$ cat src/rtl/cdc_toggle_handshake_rx.sv
// Destination side of a toggle-based req/ack clock-domain crossing.
// A request toggle from a foreign domain is synchronized into sys_clk, the
// sender-held data bus is captured one cycle after the synchronized request
// settles, and the word is offered on a valid/ready port. Completing the
// handshake flips the acknowledge level back to the sender.
module cdc_toggle_handshake_rx #(
    parameter int DATA_W      = 8,
    parameter int SYNC_STAGES = 2,
    parameter int CNT_W       = 16
) (
    input  logic              sys_clk,
    input  logic              rst_n,
    input  logic              i_req,
    input  logic [DATA_W-1:0] i_data,
    input  logic              i_ready,
    output logic              o_valid,
    output logic [DATA_W-1:0] o_data,
    output logic              o_ack,
    output logic              o_busy,
    output logic              o_err,
    output logic [CNT_W-1:0]  o_xfer_cnt
);

    typedef enum logic [1:0] {
        IDLE = 2'd0,
        CAPT = 2'd1,
        OUT  = 2'd2
    } state_t;

    state_t state;

    // Only the first stage samples the asynchronous request; the attribute
    // keeps the chain co-placed so metastability has a full cycle to resolve.
    (* ASYNC_REG = "TRUE" *) logic [SYNC_STAGES-1:0] sync_chain;

    logic req_sync;
    logic req_d;
    logic req_edge;
    logic pending;

    assign req_sync = sync_chain[SYNC_STAGES-1];
    assign req_edge = req_sync ^ req_d;
    assign pending  = (req_sync != o_ack);
    assign o_busy   = (state != IDLE);

    // Request synchronizer plus a delayed copy used to spot request toggles.
    always_ff @(posedge sys_clk) begin
        if (!rst_n) begin
            sync_chain <= '0;
            req_d      <= 1'b0;
        end else begin
            sync_chain <= {sync_chain[SYNC_STAGES-2:0], i_req};
            req_d      <= req_sync;
        end
    end

    // Transfer FSM: wait for an unacknowledged request, capture, then hold the
    // word until the consumer takes it and flip the acknowledge level.
    always_ff @(posedge sys_clk) begin
        if (!rst_n) begin
            state      <= IDLE;
            o_valid    <= 1'b0;
            o_data     <= '0;
            o_ack      <= 1'b0;
            o_err      <= 1'b0;
            o_xfer_cnt <= '0;
        end else begin
            if (req_edge && (state != IDLE)) begin
                o_err <= 1'b1;
            end
            case (state)
                IDLE: begin
                    if (pending) begin
                        state <= CAPT;
                    end
                end
                CAPT: begin
                    o_data  <= i_data;
                    o_valid <= 1'b1;
                    state   <= OUT;
                end
                OUT: begin
                    if (i_ready) begin
                        o_valid    <= 1'b0;
                        o_ack      <= ~o_ack;
                        o_xfer_cnt <= o_xfer_cnt + CNT_W'(1);
                        state      <= IDLE;
                    end
                end
                default: begin
                    state   <= IDLE;
                    o_valid <= 1'b0;
                end
            endcase
        end
    end

endmodule

$ cat config.mk
export PLATFORM = sky130hd
export DESIGN_NAME = cdc_toggle_handshake_rx
export DESIGN_NICKNAME = d
export VERILOG_FILES = /design/src/rtl/cdc_toggle_handshake_rx.sv
export SDC_FILE = /design/constraint.sdc
export NUM_CORES = 1
export LEC_CHECK = 0
export CAP_MARGIN = 15
export CELL_PAD_IN_SITES_DETAIL_PLACEMENT = 1
export CELL_PAD_IN_SITES_GLOBAL_PLACEMENT = 2
export CORE_ASPECT_RATIO = 0.75
export CORE_MARGIN = 2
export CORE_UTILIZATION = 26
export CTS_CLUSTER_DIAMETER = 40
export DETAILED_ROUTE_END_ITERATION = 16
export PLACE_DENSITY_LB_ADDON = 0.1
export SLEW_MARGIN = 25
export SYNTH_ARGS = -nofsm -noshare
export SYNTH_HDL_FRONTEND = slang
export SYNTH_SLANG_ARGS = --single-unit
$ cat constraint.sdc
create_clock -name sys_clk -period 2.3 [get_ports sys_clk]
set_input_delay 0.23 -clock sys_clk [delete_from_list [all_inputs] [get_ports sys_clk]]
set_output_delay 0.23 -clock sys_clk [all_outputs]
set_load 0.01 [all_outputs]
==> results of run 1 <==
[worst max-delay path, delay by kind of cell (launching register included)]
kind             cells  cell delay (ns)
AO/OA/AOI/OAI        1             0.15
flip-flops           1             0.47
AND/OR/NAND/NOR      3             1.31
[layout by cell type (no fill, tap or decap)]
| cell type | n |
|---|---|
| a21oi_1 | 13 |
| a31o_2 | 1 |
| and2_1 | 3 |
| and3_1 | 1 |
| and3_2 | 1 |
| and4b_1 | 1 |
| buf_4 | 3 |
| clkbuf_8 | 6 |
| clkdlybuf4s50_1 | 39 |
| clkinv_1 | 1 |
| clkinv_2 | 2 |
| dfxtp_1 | 32 |
| ha_1 | 1 |
| inv_1 | 4 |
| mux2i_1 | 2 |
| nand2_1 | 22 |
| nand2b_1 | 2 |
| nand3_1 | 5 |
| nand3b_1 | 1 |
| nand4_1 | 2 |
| nand4_2 | 1 |
| nor2_1 | 18 |
| nor2b_1 | 1 |
| nor3_1 | 3 |
| nor4_1 | 3 |
| o211a_1 | 1 |
| o21ai_0 | 2 |
| o41ai_1 | 1 |
| or3_2 | 1 |
| or4_2 | 1 |
| or4_4 | 1 |
| or4b_1 | 1 |
| xnor2_1 | 8 |
| xor2_1 | 6 |
[stage by stage]
stage	util	cell area, um^2	power [mW]	hold slack [ns]
2_1_floorplan	-	1280	0.609	0.352
3_3_place_gp	0.362	1750	0.653	0.418
3_5_place_dp	0.362	1750	0.655	0.436
4_1_cts	0.382	1840	1.12	0.451
5_1_grt	0.382	1840	1.16	0.483
6_report	0.382	1840	1.10	0.450
[kinds of logic (layout without fill, tap and decap cells)]
family | after synthesis | count (layout)
adder cells (fa/ha/maj) | 1 | 1
flip-flops | 32 | 32
AO/OA/AOI/OAI | 18 | 18
AND/OR/NAND/NOR | 68 | 68
multiplexers | 2 | 2
buffers and inverters | 10 | 55
XOR/XNOR | 14 | 14
[how the worst max path moves through the flow]
| stage | start | end | slack (ns) |
|---|---|---|---|
| 3_3_place_gp | i_ready | o_xfer_cnt[8] | 0.26 |
| 6_report | o_xfer_cnt[3] | o_xfer_cnt[15] | 0.31 |
| 2_1_floorplan | o_xfer_cnt[3] | o_xfer_cnt[15] | 0.49 |
| 3_5_place_dp | i_ready | o_xfer_cnt[8] | 0.25 |
| 5_1_grt | o_xfer_cnt[3] | o_xfer_cnt[15] | 0.15 |
| 4_1_cts | o_xfer_cnt[3] | o_xfer_cnt[15] | 0.28 |
[report_power, final]
group	internal (mW)	switching [mW]	total, mW	leakage [nW]
clock network	0.239	0.217	0.456	0.0510
registers	0.563	0.00681	0.570	0.259
logic	0.0394	0.0310	0.0704	0.344
[layer usage]
| layer | GRT usage | vias to the layer above | routed length (um) |
|---|---|---|---|
| met5 | 0 | - | 0 |
| met4 | 0.0536 | 0 | 48 |
| met3 | 0.0586 | 6 | 200 |
| met2 | 0.211 | 24 | 1530 |
| met1 | 0.187 | 550 | 1660 |
| li1 | - | 572 | - |
[layout make-up]
type	count	area, um^2
clock inverter	2	10.0
clock buffer	6	82.6
sequential	32	641
timing repair buffer	42	413
inverter	5	18.8
tap	60	75.1
multi-input combinational	103	598
fill	561	2980
[flip-flops by register name (all words and copies together) (netlist names)]
name / cells
sync_chain: 2
o_ack: 1
state: 2
o_valid: 1
o_err: 1
o_data: 8
req_d: 1
o_xfer_cnt: 16
==> out/metrics.csv, run 1 <==
stage,metric,value,unit
clock_network,postcts setup bufs,0,
die,Die H,64.7,um
power_and_ir_drop,Max VDD drop,0.275,mV
logic_synthesis,synthesized instance count,145,
clock_network,"CTS clk-pin slew, worst paths",0.07,ns
logic_synthesis,sequential share of the synthesized area,0.501,
hold_path,WHS Endpoint,sync_chain[1],
global_route,initial antenna violation count,0,
global_route,largest net degree at the start of global routing,16,
finish,P&R area growth vs syn,43.9,%
clock_network,CTS resizes,0,
worst_setup_path,Worst R2R Start,o_xfer_cnt[3],
outcome,outcome,"finished, final reports clean",
hold_path,worst hold stages,1,
worst_setup_path,crit path kind,reg2reg,
route,vias per cell,4.61,
clock_network,cts bufs inserted,5,
die,core area,0.00482,mm^2
power_and_ir_drop,pwr dens,597,mW/mm^2
place,PortBufs,39,
logic_synthesis,number of synthesized flops with an enable pin,0,
logic_synthesis,Syn Nets,158,
worst_setup_path,Reg2Reg Capture Point,o_xfer_cnt[15],
logic_synthesis,Yosys top cell by area,dfxtp_1,
route,drt first-iter violations,67,
logic_synthesis,list of most frequent post-synthesis cells,"dfxtp_1, nand2_1, nor2_1, a21oi_1, xnor2_1",
timing,"Slew Viols, Final",0,
finish,fin nets,202,
worst_setup_path,critical path required time,2.53,ns
logic_synthesis,yosys warns,0,
die,IO Count,40,
die,Die Footprint,0.00550,mm^2
worst_setup_path,"Max FO, Critical Path",6,
worst_setup_path,crit path DAT,2.22,ns
global_route,global-route wire length before repair,5.97,mm
worst_setup_path,CP max stage delay,0.59,ns
logic_synthesis,"Distinct cells, synth",32,
timing,fin crit share,0.866,
global_route,grt total ovfl,0,
global_route,GRT Overall Usage,0.143,
route,Antenna Nets Post-Route,0,
logic_synthesis,Mapped Avg Cell Area,8.81,um^2
timing,final worst setup slack,0.309,ns
clock_network,CTS sink count,32,
logic_synthesis,ys async rst share,0,
die,initial core utilization,0.265,
timing,maximum clock rate,0.502,GHz
place,routability cong.,0.714,
clock_network,clock root buffer,clkbuf_8,
logic_synthesis,"flops & latches, synth",32,
worst_setup_path,worst r2r path cells,4,
die,FP Rows,22,
logic_synthesis,"count leader, synth",dfxtp_1,
logic_synthesis,synthesized area,0.00128,mm^2
route,final wirelength,3.44,mm
hold_path,Hold WC Path Type,reg2reg,
finish,final non-filler cell total,250,
logic_synthesis,ys flop type,dfxtp_1,
finish,diode count,0,
timing,RSZ-0062 raised after global routing,false,
clock_network,Post-CTS Hold Buffers,0,
finish,share of cells above drive strength 1,0.0895,
worst_setup_path,Worst Setup End Kind,register,
place,Place WS,0.245,ns
timing,Slew HR,0.546,
timing,final setup TNS,0,ns
logic_synthesis,XOR/XNOR share of the synthesized area,0.0960,
power_and_ir_drop,P_leak,0.653,nW
logic_synthesis,Synth top area share,0.501,
timing,final-report hold violation count,0,
logic_synthesis,largest family of logic cells by synthesized area,simple AND/OR/NAND/NOR gates,
clock_network,CTS tree,done,
worst_setup_path,reg2reg setup slack,0.31,ns
worst_setup_path,crit start category,register,
route,Residual DRC,0,
timing,# setup viols final,0,
logic_synthesis,Simple-Gate Fraction of Synth Area,0.266,
place,dpl hpwl,2.55,mm
logic_synthesis,compound-gate portion of the synthesized area,0.0803,
logic_synthesis,ranking of synthesized cells by area,"dfxtp_1, nand2_1, xnor2_1, nor2_1, a21oi_1",
timing,Worst Tran Pin Value,0.679,ns
clock_network,Clock Latency Late Sink,0.29,ns
clock_network,CTS Buffer Depth,2,
route,WL/cell,13.7,um
place,dpl cells,242,
timing,fin crit period,1.99,ns
worst_setup_path,crit path cell chain,nand4_2 -> or4_4 -> or4b_1 -> a21oi_1,
logic_synthesis,post-synthesis mux area share,0.0157,
clock_network,H-tree depth,2,
logic_synthesis,Adder-Cell Fraction of Synth Area,0.00979,
die,chip width,84.9,um
timing,clk_skew,0.00637,ns
flow_run,max_cap viols,0,
hold_path,Hold Path Origin,sync_chain[0],
global_route,vias in the first global route,1189,
route,drt pass-1 iters,4,
route,vias after detailed routing,1152,
worst_setup_path,"Max stage delay cell, worst path",or4_4,
Power figures use the tool's default switching activity.
==> inputs of run 2 (changes only) <==
--- a/config.mk
+++ b/config.mk
@@ -10,7 +10,7 @@
 export CELL_PAD_IN_SITES_GLOBAL_PLACEMENT = 2
 export CORE_ASPECT_RATIO = 0.75
 export CORE_MARGIN = 2
-export CORE_UTILIZATION = 26
+export CORE_UTILIZATION = 25
 export CTS_CLUSTER_DIAMETER = 40
 export DETAILED_ROUTE_END_ITERATION = 16
 export PLACE_DENSITY_LB_ADDON = 0.1
==> constraint.sdc (replaced) <==
create_clock -name sys_clk -period 2.2 [get_ports sys_clk]
set_input_delay 0.22 -clock sys_clk [delete_from_list [all_inputs] [get_ports sys_clk]]
set_output_delay 0.22 -clock sys_clk [all_outputs]
set_load 0.01 [all_outputs]
==> out/metrics.csv, run 2 (same netlist as run 1, synthesis figures left out) <==
stage,metric,value,unit,change
power_and_ir_drop,part of the power in registers,0.527,,+0.007
finish,diode count,0,,unchanged
power_and_ir_drop,Clk network pwr share,0.409,,-0.007
finish,Top reg by flops,o_xfer_cnt,,
route,WL/cell,12.6,um,-8.3%
worst_setup_path,Worst R2R Start,o_xfer_cnt[4],,
finish,"commonest non-fill, non-tap cells in the layout","clkdlybuf4s50_1, dfxtp_1, nand2_1",,
worst_setup_path,Worst Setup End Kind,register,,
die,chip width,86.5,um,+1.9%
timing,maximum clock rate,0.523,GHz,+4.2%
worst_setup_path,Crit. Startpoint,o_xfer_cnt[4],,
finish,Multi-input gate area,598,um^2,unchanged
global_route,grt total ovfl,0,,unchanged
global_route,GRT Overall Usage,0.132,,-0.0112
worst_setup_path,Reg2Reg Capture Point,o_xfer_cnt[15],,
finish,share of cells above drive strength 1,0.0838,,-0.00570
route,drt first-iter violations,53,,-21%
global_route,vias in the first global route,1190,,+0.084%
power_and_ir_drop,Int Pwr,0.884,mW,+5.1%
worst_setup_path,crit start category,register,,
clock_network,CTS Buffer Depth,2,,unchanged
worst_setup_path,"delay-heaviest family, CP",simple AND/OR/NAND/NOR gates,,
clock_network,"CTS clk-pin slew, worst paths",0.07,ns,about the same
finish,FF+latch area,641,um^2,unchanged
power_and_ir_drop,pwr dens,613,mW/mm^2,+2.8%
die,FP Rows,22,,unchanged
die,IO Count,40,,unchanged
power_and_ir_drop,Comb power frac,0.063,,about the same
route,final wirelength,3.16,mm,-7.9%
timing,Worst Tran Pin Value,0.703,ns,+0.0239 ns
outcome,outcome,"finished, final reports clean",,
route,drt pass-1 iters,4,,unchanged
power_and_ir_drop,Net Sw Power,0.246,mW,-3.7%
clock_network,clock root buffer,clkbuf_8,,
hold_path,Hold WC Path Type,reg2reg,,
global_route,met2 global-route usage,0.200,,-0.0109
worst_setup_path,critical path capture point,o_xfer_cnt[15],,
route,vias after detailed routing,1127,,-2.2%
timing,final setup TNS,0,ns,unchanged
timing,final-report hold violation count,0,,unchanged
worst_setup_path,Stages on worst setup path,4,,unchanged
die,core area,0.00490,mm^2,+1.7%
global_route,gr busiest metal,met2,,
route,Residual DRC,0,,unchanged
worst_setup_path,crit path buf inv count,0,,unchanged
finish,fin nets,203,,+0.50%
route,Antenna Nets Post-Route,0,,unchanged
power_and_ir_drop,switching share of power,0.218,,-0.0152
place,dpl hpwl,2.32,mm,-8.7%
global_route,M3 GR Usage,0.0387,,-0.0199
clock_network,Clock Latency Late Sink,0.28,ns,about the same
finish,"most common cell after layout, fill and taps aside",clkdlybuf4s50_1,,
clock_network,CTS tree,done,,
worst_setup_path,crit path cell chain,nand4_2 -> or4_4 -> or4b_1 -> a21oi_1,,
flow_run,max_cap viols,0,,unchanged
timing,fin crit period,1.91,ns,-0.0804 ns
worst_setup_path,"Max FO, Critical Path",6,,unchanged
timing,# setup viols final,0,,unchanged
place,PortBufs,39,,unchanged
power_and_ir_drop,Max VDD drop,0.212,mV,-23%
global_route,global-route wire length before repair,5.74,mm,-3.8%
worst_setup_path,critical path required time,2.41,ns,-0.12 ns
worst_setup_path,worst r2r path cells,4,,unchanged
worst_setup_path,reg2reg setup slack,0.29,ns,-0.02 ns
place,routability cong.,0.672,,-5.8%
worst_setup_path,"Max stage delay cell, worst path",or4_4,,
timing,clk_skew,0.00497,ns,-0.00140 ns
worst_setup_path,crit path kind,reg2reg,,
timing,"Slew Viols, Final",0,,unchanged
global_route,met1 GRT Util,0.174,,-0.0137
worst_setup_path,crit path DAT,2.12,ns,-0.10 ns
worst_setup_path,CP max stage delay,0.58,ns,about the same
global_route,largest net degree at the start of global routing,27,,+11
clock_network,Post-CTS Hold Buffers,0,,unchanged
timing,Slew HR,0.530,,-0.0160
finish,Largest regs,"o_xfer_cnt (16), o_data (8)",,
clock_network,H-tree depth,2,,unchanged
die,Die Footprint,0.00570,mm^2,+3.8%
clock_network,postcts setup bufs,0,,unchanged
timing,fin crit share,0.868,,+0.00281
global_route,initial antenna violation count,0,,unchanged
finish,P&R area growth vs syn,44.3,%,
die,Die H,65.9,um,+1.9%
finish,max reg flops,16,,unchanged
timing,RSZ-0062 raised after global routing,false,,
clock_network,CTS resizes,0,,unchanged
clock_network,cts bufs inserted,5,,unchanged
clock_network,CTS sink count,32,,unchanged
die,initial core utilization,0.261,,-0.00447
finish,Fillers,584,,+4.1%
power_and_ir_drop,P_leak,0.654,nW,+0.10%
route,vias per cell,4.49,,-2.6%
finish,fin util,0.376,,-0.00541
==> run 2: cell types whose count changed in the layout (fill, tap and decap cells not counted), sizes merged <==
cell	before	now
buf	3	4
clkbuf	6	8
clkinv	3	1
==> run 2: power groups by stage <==
stage               logic (mW)  registers (mW)  clock network, mW
finish                  0.0712           0.596              0.463
global route            0.0807           0.597              0.525
global placement        0.0717           0.609                  0
detailed placement      0.0729           0.609                  0
floorplan               0.0257           0.611                  0
CTS                     0.0734           0.596              0.488
==> run 2: worst min-delay path by stage <==
stage | endpoint | slack, ns | from | cells after the start
2_1_floorplan | sync_chain[0] | 0.34 | i_req | 1
3_3_place_gp | sync_chain[1] | 0.42 | sync_chain[0] | 1
3_5_place_dp | sync_chain[1] | 0.43 | sync_chain[0] | 1
4_1_cts | sync_chain[1] | 0.45 | sync_chain[0] | 1
5_1_grt | o_data[7] | 0.49 | o_data[7] | 2
6_report | sync_chain[1] | 0.44 | sync_chain[0] | 1
==> run 2: per-stage QoR <==
step	std cells	instance area, um^2	total power [mW]	worst slack, ns	hold slack [ns]
after floorplan	145	1280	0.637	0.388	0.342
after global placement	243	1750	0.681	0.302	0.423
after detailed placement	243	1750	0.682	0.234	0.429
after CTS	251	1840	1.16	0.286	0.446
after global routing	251	1840	1.20	0.138	0.489
final	251	1840	1.13	0.289	0.439
==> run 2: final cells by class <==
type                            count  share of cell area
Tap cell                           60              0.0407
Multi-Input combinational cell    103               0.325
Clock buffer                        8              0.0489
Sequential cell                    32               0.348
Inverter                            5              0.0102
Timing Repair Buffer               43               0.228
==> run 2: metal layers <==
metal / wire length, um / share of wire / vias to the layer above
li1: - / - / 578
met1: 1580 / 0.50 / 521
met2: 1400 / 0.44 / 23
met3: 142 / 0.045 / 5
met4: 44 / 0.014 / 0
met5: 0 / 0 / -
==> run 2: worst register-to-register path, cell delays in order (launching register included) <==
cell,delay (ns)
dfxtp_1,0.42
nand4_2,0.22
or4_4,0.58
or4b_1,0.47
a21oi_1,0.15
==> inputs of run 3 (changes only) <==
--- a/config.mk
+++ b/config.mk
@@ -14,7 +14,7 @@
 export CTS_CLUSTER_DIAMETER = 40
 export DETAILED_ROUTE_END_ITERATION = 16
 export PLACE_DENSITY_LB_ADDON = 0.1
-export SLEW_MARGIN = 25
+export SLEW_MARGIN = 20
 export SYNTH_ARGS = -nofsm -noshare
 export SYNTH_HDL_FRONTEND = slang
 export SYNTH_SLANG_ARGS = --single-unit
==> results of run 3 <==
Final layout, timing and power as in run 2 (identical DEF).
